## config.mk

```make
export PLATFORM = sky130hd
export DESIGN_NAME = binary_to_tc_11
export DESIGN_NICKNAME = d
export VERILOG_FILES = /design/src/rtl/rns_tc_pkg.sv /design/src/rtl/tc_skid_buffer.sv /design/src/rtl/binary_to_tc_11.sv
export SDC_FILE = /design/constraint.sdc
export NUM_CORES = 1
export LEC_CHECK = 0
export CAP_MARGIN = 10
export CELL_PAD_IN_SITES_DETAIL_PLACEMENT = 1
export CELL_PAD_IN_SITES_GLOBAL_PLACEMENT = 2
export CORE_AREA = 4 4 75 77
export CTS_CLUSTER_SIZE = 8
export DETAILED_ROUTE_END_ITERATION = 10
export DIE_AREA = 0 0 79 81
export PLACE_DENSITY = 0.72
export SYNTH_ARGS = -nofsm -noshare
export SYNTH_HDL_FRONTEND = slang
export SYNTH_SLANG_ARGS = --single-unit
```

## constraint.sdc

```tcl
create_clock -name clk -period 1.3 [get_ports clk]
set_input_delay 0.195 -clock clk [delete_from_list [all_inputs] [get_ports clk]]
set_output_delay 0.195 -clock clk [all_outputs]
set_load 0.1 [all_outputs]
```

## src/rtl/rns_tc_pkg.sv

```systemverilog
// -----------------------------------------------------------------------------
// rns_tc_pkg
// Shared definitions for the modulo-11 thermometer-code datapath of the RNS
// modulo adder.
//   MOD11 / TC11_W / BIN11_W : modulus, code width and binary residue width
//   tc11_t / bin11_t         : thermometer code and binary residue types
//   skid_state_t             : state encoding of the two-entry skid buffer
//   tc_encode(k)             : reference thermometer encoder for the decoder
//                              bench (value k sets bits [k-1:0])
// -----------------------------------------------------------------------------
package rns_tc_pkg;

    localparam int MOD11   = 11;
    localparam int TC11_W  = 10;
    localparam int BIN11_W = 4;

    typedef logic [TC11_W-1:0]  tc11_t;
    typedef logic [BIN11_W-1:0] bin11_t;

    typedef enum logic [1:0] {
        SKID_EMPTY = 2'd0,
        SKID_ONE   = 2'd1,
        SKID_FULL  = 2'd2
    } skid_state_t;

    // Plain thermometer encoding. Any k at or above TC11_W lights every bit,
    // so out-of-range residues come out as all ones here.
    function automatic tc11_t tc_encode(input bin11_t k);
        tc11_t tc;
        tc = {TC11_W{1'b0}};
        for (int i = 0; i < TC11_W; i++) begin
            if (int'(k) > i) begin
                tc[i] = 1'b1;
            end else begin
                tc[i] = 1'b0;
            end
        end
        return tc;
    endfunction

endpackage

```

## src/rtl/tc_skid_buffer.sv

```systemverilog
// -----------------------------------------------------------------------------
// tc_skid_buffer
// Two-entry valid/ready skid buffer (main register + skid register). Gives full
// throughput while keeping in_ready registered: in_ready falls only once the
// skid register holds a beat, so one extra beat is absorbed after out_ready
// drops.
//   W         : payload width
//   clk       : clock, rising edge
//   rst_n     : synchronous active-low reset, discards buffered beats
//   in_valid  / in_ready  / in_data  : upstream handshake and payload
//   out_valid / out_ready / out_data : downstream handshake and payload
// -----------------------------------------------------------------------------
module tc_skid_buffer
    import rns_tc_pkg::*;
#(
    parameter int W = 11
) (
    input  logic         clk,
    input  logic         rst_n,
    input  logic         in_valid,
    output logic         in_ready,
    input  logic [W-1:0] in_data,
    output logic         out_valid,
    input  logic         out_ready,
    output logic [W-1:0] out_data
);

    skid_state_t  state_r;
    logic [W-1:0] main_r;
    logic [W-1:0] skid_r;
    logic         out_valid_r;
    logic         in_ready_r;
    logic         in_fire_s;
    logic         out_fire_s;

    assign in_fire_s  = in_valid && in_ready_r;
    assign out_fire_s = out_valid_r && out_ready;

    // Buffer FSM; handshake flags are registered alongside the state.
    always_ff @(posedge clk) begin
        if (!rst_n) begin
            state_r     <= SKID_EMPTY;
            main_r      <= {W{1'b0}};
            skid_r      <= {W{1'b0}};
            out_valid_r <= 1'b0;
            in_ready_r  <= 1'b1;
        end else begin
            case (state_r)
                SKID_EMPTY: begin
                    if (in_fire_s) begin
                        main_r      <= in_data;
                        out_valid_r <= 1'b1;
                        state_r     <= SKID_ONE;
                    end else begin
                        state_r     <= SKID_EMPTY;
                    end
                end
                SKID_ONE: begin
                    if (in_fire_s && !out_fire_s) begin
                        // Downstream stalled: park the new beat in skid.
                        skid_r     <= in_data;
                        in_ready_r <= 1'b0;
                        state_r    <= SKID_FULL;
                    end else if (in_fire_s && out_fire_s) begin
                        main_r  <= in_data;
                        state_r <= SKID_ONE;
                    end else if (out_fire_s) begin
                        out_valid_r <= 1'b0;
                        state_r     <= SKID_EMPTY;
                    end else begin
                        state_r <= SKID_ONE;
                    end
                end
                SKID_FULL: begin
                    if (out_fire_s) begin
                        main_r     <= skid_r;
                        in_ready_r <= 1'b1;
                        state_r    <= SKID_ONE;
                    end else begin
                        state_r <= SKID_FULL;
                    end
                end
                default: begin
                    out_valid_r <= 1'b0;
                    in_ready_r  <= 1'b1;
                    state_r     <= SKID_EMPTY;
                end
            endcase
        end
    end

    assign in_ready  = in_ready_r;
    assign out_valid = out_valid_r;
    assign out_data  = main_r;

endmodule

```

## src/rtl/binary_to_tc_11.sv

```systemverilog
// -----------------------------------------------------------------------------
// binary_to_tc_11
// Streaming binary-to-thermometer encoder for modulo-11 residues. The encoding
// and range check sit in front of a two-entry skid buffer; this level also
// owns the out-of-range event counter.
// Parameters set the modulus (code width is modulus-1) and error counter width.
//   clk, rst_n : clock and synchronous active-low reset
//   in_valid / in_ready / in_data : binary residue input
//   out_valid / out_ready / out_tc : thermometer code output
//   out_err    : beat came from an out-of-range residue
//   err_cnt    : saturating count of accepted out-of-range residues
// Build option TC11_RANGE_CHECK_EN:
//   defined   - out-of-range residues encode to all zeros, flagged by out_err
//               and counted in err_cnt
//   undefined - out-of-range residues saturate to all ones; out_err and
//               err_cnt are tied low
// -----------------------------------------------------------------------------
module binary_to_tc_11
    import rns_tc_pkg::*;
#(
    parameter int MOD   = MOD11,
    parameter int CNT_W = 8
) (
    input  logic                     clk,
    input  logic                     rst_n,
    input  logic                     in_valid,
    output logic                     in_ready,
    input  logic [$clog2(MOD)-1:0]   in_data,
    output logic                     out_valid,
    input  logic                     out_ready,
    output logic [MOD-2:0]           out_tc,
    output logic                     out_err,
    output logic [CNT_W-1:0]         err_cnt
);

    localparam int                TC_W   = MOD - 1;
    localparam int                IN_W   = $clog2(MOD);
    localparam logic [IN_W-1:0]   MAX_IN = IN_W'(MOD - 1);

`ifdef TC11_RANGE_CHECK_EN
    // Matches the decoder's default output for illegal codes.
    localparam logic [TC_W-1:0]   OOR_FILL = {TC_W{1'b0}};
    localparam int                PAY_W    = TC_W + 1;
`else
    localparam logic [TC_W-1:0]   OOR_FILL = {TC_W{1'b1}};
    localparam int                PAY_W    = TC_W;
`endif

    logic             oor_s;
    logic [TC_W-1:0]  thermo_s;
    logic [TC_W-1:0]  tc_s;
    logic [PAY_W-1:0] pay_in_s;
    logic [PAY_W-1:0] pay_out_s;

    // Thermometer encoding: bit i is set when the residue exceeds i.
    always_comb begin
        thermo_s = {TC_W{1'b0}};
        for (int i = 0; i < TC_W; i++) begin
            if (int'(in_data) > i) begin
                thermo_s[i] = 1'b1;
            end else begin
                thermo_s[i] = 1'b0;
            end
        end
    end

    assign oor_s = (in_data > MAX_IN);
    assign tc_s  = oor_s ? OOR_FILL : thermo_s;

`ifdef TC11_RANGE_CHECK_EN
    logic [CNT_W-1:0] err_cnt_r;

    assign pay_in_s = {oor_s, tc_s};
    assign out_err  = pay_out_s[TC_W];
    assign out_tc   = pay_out_s[TC_W-1:0];
    assign err_cnt  = err_cnt_r;

    // Out-of-range event counter, saturating at all ones.
    always_ff @(posedge clk) begin
        if (!rst_n) begin
            err_cnt_r <= {CNT_W{1'b0}};
        end else if (in_valid && in_ready && oor_s &&
                     (err_cnt_r != {CNT_W{1'b1}})) begin
            err_cnt_r <= err_cnt_r + {{(CNT_W-1){1'b0}}, 1'b1};
        end else begin
            err_cnt_r <= err_cnt_r;
        end
    end
`else
    assign pay_in_s = tc_s;
    assign out_err  = 1'b0;
    assign out_tc   = pay_out_s;
    assign err_cnt  = {CNT_W{1'b0}};
`endif

    tc_skid_buffer #(
        .W (PAY_W)
    ) u_skid (
        .clk       (clk),
        .rst_n     (rst_n),
        .in_valid  (in_valid),
        .in_ready  (in_ready),
        .in_data   (pay_in_s),
        .out_valid (out_valid),
        .out_ready (out_ready),
        .out_data  (pay_out_s)
    );

endmodule

```

[After elaboration in Yosys (flattened, before gate mapping)]
Cells that the tools add are included.
Storage, ports and cells
  bits in registers: 24
  input bits: 8
  word-level logic and storage cells: 68
  output and inout port bits: 21
Cells by class
  eq/ne operators: 9
  reduce and logical (&&, ||, !) cells: 11
  muxes and demuxes: 30
  bitwise gates (word level): 2
  magnitude comparators: 11
Operators by type and width (count)
  2-to-1 mux 10 bit: 5
  one-hot mux 10 bit (3 select lines): 1
  2-to-1 mux 1 bit: 18
  > comparator 4 x 3 -> 1 bit, second input constant: 4
  > comparator 4 bit, second input constant: 3
  inequality test 2 x 1 -> 1 bit, second input constant: 5
  AND reduction 5 bit: 2
  > comparator 4 x 1 -> 1 bit, second input constant: 2
  > comparator 4 x 2 -> 1 bit, second input constant: 2
  2-to-1 mux 2 bit: 3
  one-hot mux 1 bit (3 select lines): 2
  one-hot mux 2 bit (3 select lines): 1
  logical AND 1 bit: 4
  inequality test 2 bit, second input constant: 2
  AND reduction 3 bit: 1
  nonzero test 3 bit: 1
  equality test 2 x 1 -> 1 bit, second input constant: 1
  equality test 2 bit, second input constant: 1
  logical NOT 2 bit: 1
  NOT 1 bit: 2
  AND reduction 2 bit: 1
  logical NOT 1 bit: 1

[Logic depth before layout (Yosys ltp)]
  depth in word-level cells: 6
  depth in mapped cells: 7

[Cells and area by module]
Synthesis repeated with hierarchy kept, for this count alone.
Second synthesis, totals
  cell total of the unflattened synthesis: 129
  area total of the unflattened synthesis: 1255.0 µm²
Modules (own cells, without submodules)
  tc_skid_buffer: times used 1, area each 1101.1 µm², cells each 108
  binary_to_tc_11: times used 1, area each 153.9 µm², cells each 21

[Least setup slack after synthesis]
No wires, ideal clock.
  path kind: register -> register
  start point: register u_skid.out_valid_r (netlist: u_skid.out_valid)
  end point: register u_skid.state_r[1]
  required time: 1.166 ns
  cell stages (with the launch flop): 7
  clock period less this slack: 2.173 ns
  path slack: -0.873 ns
  library setup time: 0.134 ns
  data arrival time: 2.039 ns
  cells stage by stage: dfxtp_1 nand2_1 and4_4 buf_8 buf_12 a21oi_1 a211oi_2
Between the ends
  word-level cells in the longest chain between the ends: 5
RTL lines
  start, declared: RTL line tc_skid_buffer.sv:31  | logic out_valid_r;
  start signal, assigned: RTL line tc_skid_buffer.sv:45  | out_valid_r <= 1'b0;
  start signal, assigned: RTL line tc_skid_buffer.sv:52  | out_valid_r <= 1'b1;
  start signal, assigned: RTL line tc_skid_buffer.sv:68  | out_valid_r <= 1'b0;
  logical AND 1 bit *: RTL line tc_skid_buffer.sv:37  | assign out_fire_s = out_valid_r && out_ready;
  logical NOT 1 bit: RTL line tc_skid_buffer.sv:59  | if (in_fire_s && !out_fire_s) begin
  logical AND 1 bit: RTL line tc_skid_buffer.sv:59
  2-to-1 mux 2 bit: RTL line tc_skid_buffer.sv:59
  one-hot mux 2 bit (3 select lines) *: RTL line tc_skid_buffer.sv:48  | case (state_r)
  end signal, assigned: RTL line tc_skid_buffer.sv:53  | state_r <= SKID_ONE;
  end signal, assigned: RTL line tc_skid_buffer.sv:55  | state_r <= SKID_EMPTY;
  end signal, assigned: RTL line tc_skid_buffer.sv:63  | state_r <= SKID_FULL;
  end, declared: RTL line tc_skid_buffer.sv:28  | skid_state_t state_r;
Every way passes the cells marked *; elsewhere a longest branch is shown, timed or not.
A chain may end at the register's enable or synchronous reset.

[Worst setup path after layout]
  start point: register u_skid.out_valid_r (netlist: u_skid.out_valid)
  end point: register u_skid.main_r[7] (netlist: u_skid.out_data[7])
Between the ends
  word-level cells in the longest chain between the ends: 5
RTL lines
  logical AND 1 bit *: RTL line tc_skid_buffer.sv:37
  logical NOT 1 bit: RTL line tc_skid_buffer.sv:59
  logical AND 1 bit: RTL line tc_skid_buffer.sv:59
  inequality test 2 bit (no line)
  AND reduction 5 bit (no line) *
  end signal, assigned: RTL line tc_skid_buffer.sv:51  | main_r <= in_data;
  end signal, assigned: RTL line tc_skid_buffer.sv:65  | main_r <= in_data;
  end signal, assigned: RTL line tc_skid_buffer.sv:76  | main_r <= skid_r;
  end, declared: RTL line tc_skid_buffer.sv:29  | logic [W-1:0] main_r;
Marked as above.

==> results.json <==
{
  "vias_per_cell": 4.64,
  "postRouteAntennaNets": 0,
  "synth_edf_count": 0,
  "cp_num_buf_inv": 1,
  "yosys_warnings": 0,
  "max_freq_mhz": 769,
  "antenna_found_initial": 0,
  "sw_frac_of_total": 0.424,
  "grt_pass1_wl_mm": 6.27,
  "cts_buffers": 3,
  "clkPwrFrac": 0.189,
  "synth_top_cell_by_area": "dfxtp_1",
  "p_int_mw": 1.57,
  "seq_area_frac_synth": 0.379,
  "hp-class": "input pin to register",
  "drive_gt1_frac": 0.413,
  "pre_cts_slack_ns": -0.443,
  "irDropWorstVdd_uv": 356,
  "p_seq_frac": 0.334,
  "initialDrtViolationCount": 37,
  "dr_wl_met2_mm": 2.17,
  "dr_wl_met3_um": 75,
  "totalWireLength_mm": 3.87,
  "grt.total_usage": 0.123,
  "area_growth_pct": 56.9,
  "rsz0062_at_grt": "true",
  "cts.sinks": 24,
  "die_y_um": 81,
  "nNetsFinal": 198,
  "critPathMaxStageDelay_ns": 0.39,
  "clockBufferDepth": 2,
  "post-route-period-util": 1.00,
  "syn_area_um2": 1270,
  "status": "complete, no violations",
  "cap_viol_max_count": 0,
  "min_period_ns": 1.30,
  "tritoncts": "built",
  "avgSynthCellArea_um2": 8.79,
  "place_hpwl_mm": 2.78,
  "p_comb_frac": 0.477,
  "drcViolationCount": 0,
  "synth.most_common_cell": "dfxtp_1",
  "synth_cell_type_count": 41,
  "synthTopCellsByArea": "dfxtp_1, buf_4, a211oi_1",
  "wl_met1_mm": 1.60,
  "grt_max_degree": 18,
  "final.setup.tns_ns": 0,
  "hold_violations": 0,
  "cts_hold_buf": 0,
  "leakage_nw": 0.813,
  "crit_type": "register to register",
  "slowest_stage": "dfxtp_4",
  "num_io_pins": 29,
  "root_buffer": "clkbuf_8",
  "worst_ep_arrival_time_ns": 1.43,
  "cp_max_fo": 6,
  "rows": 26,
  "placed_cells": 247,
  "clk_pin_slew_ns": 0.09,
  "portBuffers": 19,
  "synth_top_area_frac": 0.379,
  "grt_pass1_vias": 1312,
  "antenna_cells": 0,
  "slew_violations": 0,
  "fp.dieArea_um2": 6400,
  "fin_worst_skew_ns": 0.00360,
  "setup_viol": 0,
  "async_flop_share": 0,
  "required_ns": 1.43,
  "start_util": 0.253,
  "grt.overflow.total": 0,
  "gp_congestion": 0.743,
  "total_power_mw": 2.73,
  "fin_util": 0.397,
  "critical_path.top_delay_family": "simple AND/OR/NAND/NOR gates",
  "wl_per_cell_um": 14.9,
  "drtPass1Iterations": 3,
  "highest_layer": "met4",
  "setup_ws_ns": 0.000348,
  "ys.flop_type": "dfxtp_1",
  "start_kind": "register",
  "synth_common_cells": "dfxtp_1, nand2_1, nor2_1",
  "p_sw_mw": 1.16,
  "fin_cells": 259,
  "p_per_area_nw_per_um2": 1370,
  "vias": 1201,
  "clk_latency_ns": 0.26,
  "syn_inst": 144,
  "cts-htree-levels": 1,
  "critical_path.cell_chain": "nand4_1 -> buf_6 -> or2_4 -> nand2_4 -> a311oi_1",
  "end_kind": "register",
  "die_width_um": 79,
  "ys_ff_latch": 24,
  "core_area_um2": 5010
}
cells by family (layout without fill, tap and decap cells):
group	Yosys count	in the layout	share of synthesized area
and+or+nand+nor	49	50	0.200
other	1	9	0.00296
AOI/OAI and AO/OA	45	45	0.268
DFF	24	24	0.379
muxes	2	2	0.0158
buffers and inverters	23	59	0.134
registers in the layout, indices dropped and copies added (netlist names):
| name | cells |
|---|---|
| u_skid.skid_r | 10 |
| u_skid.out_data | 10 |
| u_skid.out_valid | 1 |
| u_skid.state_r | 2 |
| u_skid.in_ready | 1 |
worst paths after layout:
kind                    start                 end  slack (ns)  cells past startpoint
max          u_skid.out_valid  u_skid.out_data[7]      0.0003                      5
min                in_data[0]    u_skid.skid_r[6]        0.37                      3
max reg2reg  u_skid.out_valid  u_skid.out_data[7]      0.0003                      5
min reg2reg  u_skid.skid_r[9]    u_skid.skid_r[9]        0.50                      2
layout by cell type (no fill, tap or decap), types with 2 or more instances in the layout:
master,Yosys,final
o221ai_1,4,4
dfxtp_4,0,3
dfxtp_1,24,20
nand2_4,0,2
nor2_1,13,13
dlymetal6s2s_1,0,2
buf_12,1,14
nor3_1,4,3
mux2i_1,2,2
a21oi_1,11,9
o22ai_1,2,2
clkbuf_8,0,4
a211oi_1,8,5
nand2b_1,3,2
dlygate4sd2_1,0,3
nand3_1,5,5
nor2b_2,1,2
o21ai_0,4,4
a211oi_2,2,5
buf_4,10,29
clkdlybuf4s50_1,0,2
conb_1,1,9
buf_6,2,2
nand2_1,13,11
a311oi_1,4,3
nor2_4,0,3
a21oi_2,0,2
inv_1,3,3
power by group through the flow:
stage	logic (mW)	clock network, mW	registers (mW)
2_1_floorplan	0.472	0	1.28
3_3_place_gp	1.20	0	0.928
3_5_place_dp	1.22	0	0.934
4_1_cts	1.27	0.531	0.916
5_1_grt	1.36	0.563	0.927
6_report	1.30	0.515	0.913
through the flow:
step	hold WS [ns]	area (µm²)
global route	0.370	1990
floorplan	0.270	1340
CTS	0.472	1910
global placement	0.465	1780
detailed placement	0.469	1780
finish	0.372	1990
per-layer routing:
metal  track usage  vias to the layer above
li1              -                      597
met5             0                        -
met4        0.0361                        0
met1         0.140                      591
met2         0.237                       11
met3        0.0188                        2
tightest hold or removal path: cells and delay by family:
kind / cells / cell delay [ns]
compound gates: 2 / 0.23
buf+inv: 1 / 0.17
cell type report:
type / count / area (µm²)
sequential: 24 / 493
multi-input combinational: 106 / 748
tap: 70 / 87.6
fill: 591 / 3020
clock buffer: 4 / 55.1
timing repair buffer: 52 / 592
inverter: 3 / 11.3
what timing repair did:
action / in CTS / in global routing
pin swaps: 5 / 5
cloned: 1 / 0
setup endpoints to repair: 21 / 20
buffers inserted: 5 / 2
gates resized for setup: 9 / 14
Power figures use the tool's default switching activity.
